**src/rtl/ifu_fetch_buffer_pkg.sv**
```systemverilog
// Shared core-wide widths and fetch-buffer sizing.
// The core top overrides FETCH_BUF_DEPTH/FETCH_BUF_SKID here so that
// every instance agrees on them.
package ifu_fetch_buffer_pkg;

    localparam int XLEN            = 32;
    localparam int INSTR_LEN       = 32;

    // Buffer entries; power of two, at least 4.
    localparam int FETCH_BUF_DEPTH = 4;
    // Entries held free for fetches already in flight when stall rises.
    localparam int FETCH_BUF_SKID  = 2;

endpackage : ifu_fetch_buffer_pkg

```
**src/rtl/ifu_fetch_buffer.sv**
```systemverilog
// Decoupling FIFO between the IFU output register and decode.
// Circular buffer with first-word-fall-through head, early stall
// generation with skid room, redirect flush and a sticky overflow flag.
//
// Handshake: out_valid/out_ready follow strict valid/ready semantics.
// out_valid never depends on out_ready; the head entry and its tag stay
// stable while out_valid=1 and out_ready=0; an entry is consumed exactly
// on a rising edge where out_valid & out_ready & ~flush. The input side has
// no ready: the IFU must honour pipe_stall, and anything arriving while
// full is dropped and recorded in overflow.
module ifu_fetch_buffer
    import ifu_fetch_buffer_pkg::*;
#(
    parameter int DEPTH = FETCH_BUF_DEPTH,
    parameter int SKID  = FETCH_BUF_SKID
) (
    input  logic                         clk,
    input  logic                         rst,
    input  logic [INSTR_LEN-1:0]         in_instr,
    input  logic                         in_valid,
    input  logic [XLEN-1:0]              in_tag,
    input  logic                         flush,
    output logic                         pipe_stall,
    output logic [INSTR_LEN-1:0]         out_instr,
    output logic [XLEN-1:0]              out_tag,
    output logic                         out_valid,
    input  logic                         out_ready,
    output logic [$clog2(DEPTH):0]       count,
    output logic                         overflow
);

    localparam int PW = $clog2(DEPTH);
    localparam int CW = PW + 1;

    logic [INSTR_LEN-1:0] instr_mem [DEPTH];
    logic [XLEN-1:0]      tag_mem   [DEPTH];

    logic [PW-1:0] rd_ptr;
    logic [PW-1:0] wr_ptr;
    logic          full;
    logic          push;
    logic          pop;

    // A full buffer rejects the push even when the head is popped in the
    // same cycle: fullness is judged on the registered count only.
    always_comb begin
        full      = (count == CW'(DEPTH));
        out_valid = (count != '0);
        push      = in_valid & ~flush & ~full;
        pop       = out_valid & out_ready & ~flush;
    end

    // Stall comes from the count flop only, so it has no path from the
    // handshake inputs; it drops during a redirect so the new PC loads.
    always_comb begin
        pipe_stall = ~flush & (count >= CW'(DEPTH - SKID));
    end

    // Head of the buffer falls through combinationally to decode.
    always_comb begin
        out_instr = instr_mem[rd_ptr];
        out_tag   = tag_mem[rd_ptr];
    end

    // Pointer, occupancy and sticky overflow state; flush wins over all.
    always_ff @(posedge clk or posedge rst) begin
        if (rst) begin
            rd_ptr   <= '0;
            wr_ptr   <= '0;
            count    <= '0;
            overflow <= 1'b0;
        end else begin
            if (in_valid & full & ~flush) begin
                overflow <= 1'b1;
            end
            if (flush) begin
                rd_ptr <= '0;
                wr_ptr <= '0;
                count  <= '0;
            end else begin
                if (push) begin
                    wr_ptr <= wr_ptr + 1'b1;
                end
                if (pop) begin
                    rd_ptr <= rd_ptr + 1'b1;
                end
                count <= count + CW'(push) - CW'(pop);
            end
        end
    end

    // Storage array; contents are don't-care until written, so no reset.
    always_ff @(posedge clk) begin
        if (push) begin
            instr_mem[wr_ptr] <= in_instr;
            tag_mem[wr_ptr]   <= in_tag;
        end
    end

endmodule : ifu_fetch_buffer

```
**config.mk**
```make
export PLATFORM = sky130hd
export DESIGN_NAME = ifu_fetch_buffer
export DESIGN_NICKNAME = d
export VERILOG_FILES = /design/src/rtl/ifu_fetch_buffer_pkg.sv /design/src/rtl/ifu_fetch_buffer.sv
export SDC_FILE = /design/constraint.sdc
export NUM_CORES = 1
export LEC_CHECK = 0
export ABC_AREA = 1
export ABC_CLOCK_PERIOD_IN_PS = 4300
export BUFFER_PORTS_ARGS = -buffer_cell sky130_fd_sc_hd__buf_2
export CAP_MARGIN = 10
export CORE_AREA = 2 2 162 164
export CTS_CLUSTER_DIAMETER = 50
export DETAILED_ROUTE_END_ITERATION = 10
export DIE_AREA = 0 0 164 166
export SYNTH_ARGS = -nofsm -noshare
export SYNTH_HDL_FRONTEND = slang
export SYNTH_SLANG_ARGS = --single-unit
```
**constraint.sdc**
```tcl
create_clock -name clk -period 4.3 [get_ports clk]
set_clock_uncertainty 0.1 [all_clocks]
set_input_delay 0.86 -clock clk [delete_from_list [all_inputs] [get_ports clk]]
set_output_delay 0.86 -clock clk [all_outputs]
set_load 0.01 [all_outputs]
```
## Word level (Yosys, flattened, before mapping)

Memory sizes are Yosys's and may differ from the RTL's.
Index checks and enable logic that the tools add are counted.
W data, S select, Z words.

| operators by class | value |
|---|---|
| $add $sub $neg | 4 |
| magnitude comparators | 1 |
| equal/unequal tests | 1 |
| muxes and demuxes | 7 |
| bitwise gates (word level) | 9 |
| reductions and logical operators | 3 |

Operator list:

| kind | count |
|---|---|
| $mux W2 | 4 |
| $and A1 B1 Y1 | 7 |
| $add A2 B1 Y2 const B | 2 |
| $reduce_bool A2 Y1 | 2 |
| $add A3 B1 Y3 | 1 |
| $eq A3 B3 Y1 const B | 1 |
| $ge A3 B2 Y1 const B | 1 |
| $mux W3 | 1 |
| $reduce_bool A3 Y1 | 1 |
| $sub A3 B1 Y3 | 1 |
| $mux W1 | 2 |
| $not A1 Y1 | 2 |

| word-level totals | value |
|---|---|
| flip-flop bits (word level) | 8 |
| bits in writable memories | 256 |
| bits of input ports | 69 |
| memories kept | 2 |

Memories:

| name | words | width | rd ports | clocked after Yosys merged registers in | write ports | line | source |
|---|---|---|---|---|---|---|---|
| instr_mem | 4 | 32 | 1 | 0 | 1 | ifu_fetch_buffer.sv:35 | `logic [INSTR_LEN-1:0] instr_mem [DEPTH];` |
| tag_mem | 4 | 32 | 1 | 0 | 1 | ifu_fetch_buffer.sv:36 | `logic [XLEN-1:0] tag_mem [DEPTH];` |

## Depth between registers and ports, before layout

| logic depth | value |
|---|---|
| depth in word-level cells | 6 |
| gate-level depth with buffers | 11 |

## Worst setup path before layout

Ideal clock, no wire load.

| path | value |
|---|---|
| kind | input-to-reg |
| start point | input port in_valid |
| end point | memory instr_mem[0][0], enable pin |
| library setup time | 487 ps |
| arrival | 3923 ps |
| required time | 3713 ps |
| path slack | -209 ps |
| stages | 4 |
| buffers on the path | 0 |
| path through | inv_1 nor2_1 nand2_1 nor2_1 |

| on the way | value |
|---|---|
| word-level cells in the longest chain between the ends | 4 |

RTL lines:

| what | line | source |
|---|---|---|
| start, declared | ifu_fetch_buffer.sv:20 | `input logic in_valid,` |
| $and A1 B1 Y1 (2 in a row) | ifu_fetch_buffer.sv:49 | `push = in_valid & ~flush & ~full;` |
| $mux W1 | ifu_fetch_buffer.sv:94 | `if (push) begin` |
| $mux W1 (not written as such) | ifu_fetch_buffer.sv:95 | `instr_mem[wr_ptr] <= in_instr;` |
| end, declared | ifu_fetch_buffer.sv:35 |  |

No other way between the ends.

## Worst setup path after layout

| path | value |
|---|---|
| start point | register rd_ptr[0] |
| end point | output port out_instr[30] |

| on the way | value |
|---|---|
| word-level cells in the longest chain between the ends | 1 |

RTL lines:

| what | line | source |
|---|---|---|
| start, declared | ifu_fetch_buffer.sv:38 | `logic [PW-1:0] rd_ptr;` |
| start signal, assigned | ifu_fetch_buffer.sv:85 | `rd_ptr <= rd_ptr + 1'b1;` |
| $mem_v2 Z4 W32 | -- |  |
| end, declared | ifu_fetch_buffer.sv:24 | `output logic [INSTR_LEN-1:0] out_instr,` |

No other way between the ends.

==> metrics.yaml <==
yosys:
  avgSynthCellArea_um2: 14.62
  ys_types: 20
  yosysWarnings: 0
  yosys_register_bits: 264
  synthArstFlopShare_pct: 3.030
  synth_nets: 761
  synth-main-ff-cell: "edfxtp_1"
  synth.area.top_cells: "edfxtp_1, nor2_1, o22ai_1"
  yosysMostFrequentCell: "edfxtp_1"
  synth.cell_area_mm2: 0.01000
  synth.cells.most_frequent: "edfxtp_1, nor2_1, o21ai_1"
  ys_seq_area_share_pct: 78.86
  synth_top_cell_by_area: "edfxtp_1"
  synth_edf_count: 256
  syn-instance-count: 684
  synth_top_area_share_pct: 76.86
final_layout:
  fin_cells: 1181
  regArea_mm2: 0.007893
  area_delta_synth_final_pct: 19.74
  multiInputGateArea_mm2: 0.001808
  fill_cells: 2271
  postLayoutCoreUtil_pct: 46.75
  nets: 900
  drive_above_1_share_pct: 23.70
global_routing:
  grt_overflow: 0
  grt_pass1_wl_um: 31220
  use_met2_pct: 24.70
  grt_max_degree: 67
  use_met1_pct: 18.88
  top_usage_layer: "met2"
  grt_pass1_vias: 5792
  use_met3_pct: 3.821
  track_usage_pct: 14.62
  antenna_found_initial: 4
critical_path:
  critPathSlowestCell: "dfrtp_4"
  ff2ff_path_depth: 10
  critical_path_class: "reg2out"
  worstSetupStartpoint: "rd_ptr[0]"
  crit_arrival_ns: 2.44
  path_cells: "inv_4 -> buf_4 -> o21ai_1 -> o22ai_1 -> buf_2"
  crit_cells: 5
  cp_top_family: "buffers and inverters"
  reg2reg_from: "count[1]"
  cp_num_buf_inv: 3
  cp_max_fo: 41
  crit_required_ns: 3.34
  start_kind: "flop"
  end_kind: "output port"
  cpPeakStageDelay_ns: 0.62
route:
  via_per_inst: 4.975
  drc_errors: 0
  dr.pass1.iters: 4
  drt-total-wl_um: 20110
  drtIter0Drc: 356
  ant_nets: 0
  post_drt_wl_per_cell_um: 17.03
  vias: 5875
timing:
  period_share_pct: 79.18
  maxClockFrequency_mhz: 293.7
  maxSlewViolCount: 0
  slew_headroom_pct: 48.63
  worst_pin_slew_ns: 0.7705
  tns_ns: 0
  layout_min_cycle_time_ns: 3.405
  hold_viol_final: 0
  setup_viol: 0
  rsz0062_at_grt: "false"
job:
  maxCapViolations: 0
place:
  dp.cells: 1127
  port_buffers: 138
  dp_hpwl_um: 10900
  place_congestion: 0.6917
floorplan:
  die_area_mm2: 0.02722
  die_h_um: 166
  ioPinCount: 139
  dieWidth_um: 164
  fp-row-count: 59
  core_area_mm2: 0.02562
  initial_core_util_pct: 39.05
cts:
  cts_tree: "done"
  path_clk_slew_ns: 0.06
  clockBufferDepth: 3
  postCtsSetupBuffers: 0
  hold_buffers: 0
  insertion_delay_ns: 0.53
  cts_buffers: 29
  cts-resized-gates: 0
  cts.htree.levels: 1
  cts.sinks: 264
  cts_root_buffer: "clkbuf_16"
status:
  status: "finished, final reports clean"
worst_hold_path:
  hold_class: "in2async"
pwr:
  ir_drop_uv: 310.6
  powerDensity_mw_per_mm2: 586.9
  finalPower_mw: 7.029
  cellLeakagePower_nw: 4.222
==> flip-flops by register name, indices dropped and copies added (netlist names) <==
register	count
instr_mem	128
wr_ptr	2
rd_ptr	2
overflow	1
tag_mem	128
count	3
==> where the power goes <==
| group | internal [mW] | switching [mW] |
|---|---|---|
| combinational | 0.532 | 1.02 |
| sequential | 3.01 | 0.0788 |
| clock | 1.43 | 0.965 |
==> per-stage QoR <==
stage | instance area [um^2] | hold slack [ns] | setup WS, ns
final | 11980 | 0.1999 | 0.8951
after global routing | 11970 | 0.2072 | 0.7618
after CTS | 11970 | 0.1954 | 0.8980
after detailed placement | 11030 | 0.3654 | 1.342
after global placement | 11030 | 0.3598 | 1.355
after floorplan | 10000 | 0.4117 | -0.2095
==> placed cells by master, fill, tap and decap left out, types with 4 or more instances in the layout <==
| master | count |
|---|---|
| nor2_4 | 4 |
| buf_12 | 5 |
| o22ai_1 | 64 |
| buf_4 | 7 |
| clkbuf_1 | 4 |
| clkinv_1 | 7 |
| nand3_1 | 6 |
| nor2_1 | 134 |
| o21ai_0 | 58 |
| edfxtp_1 | 256 |
| dfrtp_1 | 6 |
| inv_1 | 14 |
| o21ai_1 | 71 |
| clkbuf_16 | 29 |
| ha_1 | 7 |
| nand2_1 | 12 |
| buf_2 | 138 |
==> worst paths after layout <==
path	to	slack (ns)
worst max register to register	count[2]	1.87
worst min register to register	overflow	0.38
max in group asynchronous	rd_ptr[0]	3.60
min in group clk	overflow	0.38
worst min-delay path	count[2]	0.20
worst max-delay path	out_instr[30]	0.90
==> layout make-up <==
| cell class | count | share of cell area [%] |
|---|---|---|
| antenna | 2 | 0.04179 |
| multi-input combinational | 362 | 15.10 |
| inverter | 16 | 0.5224 |
| clock buffer | 33 | 6.185 |
| timing repair buffer | 150 | 7.041 |
| sequential | 264 | 65.90 |
| tap | 335 | 3.500 |
| clock inverter | 19 | 1.713 |
==> logic make-up after synthesis <==
kind of cell	synth area share (%)
buffers and inverters	3.365
AO/OA/AOI/OAI	10.65
flip-flops	78.86
adder cells (fa/ha/maj)	1.076
AND/OR/NAND/NOR	6.055
==> routing by layer <==
metal	vias up	wire length, um
li1	2856	-
met5	-	27
met4	4	281
met3	28	1288
met1	2853	8639
met2	134	9871
Note: power is estimated with default switching activity, not from simulation.
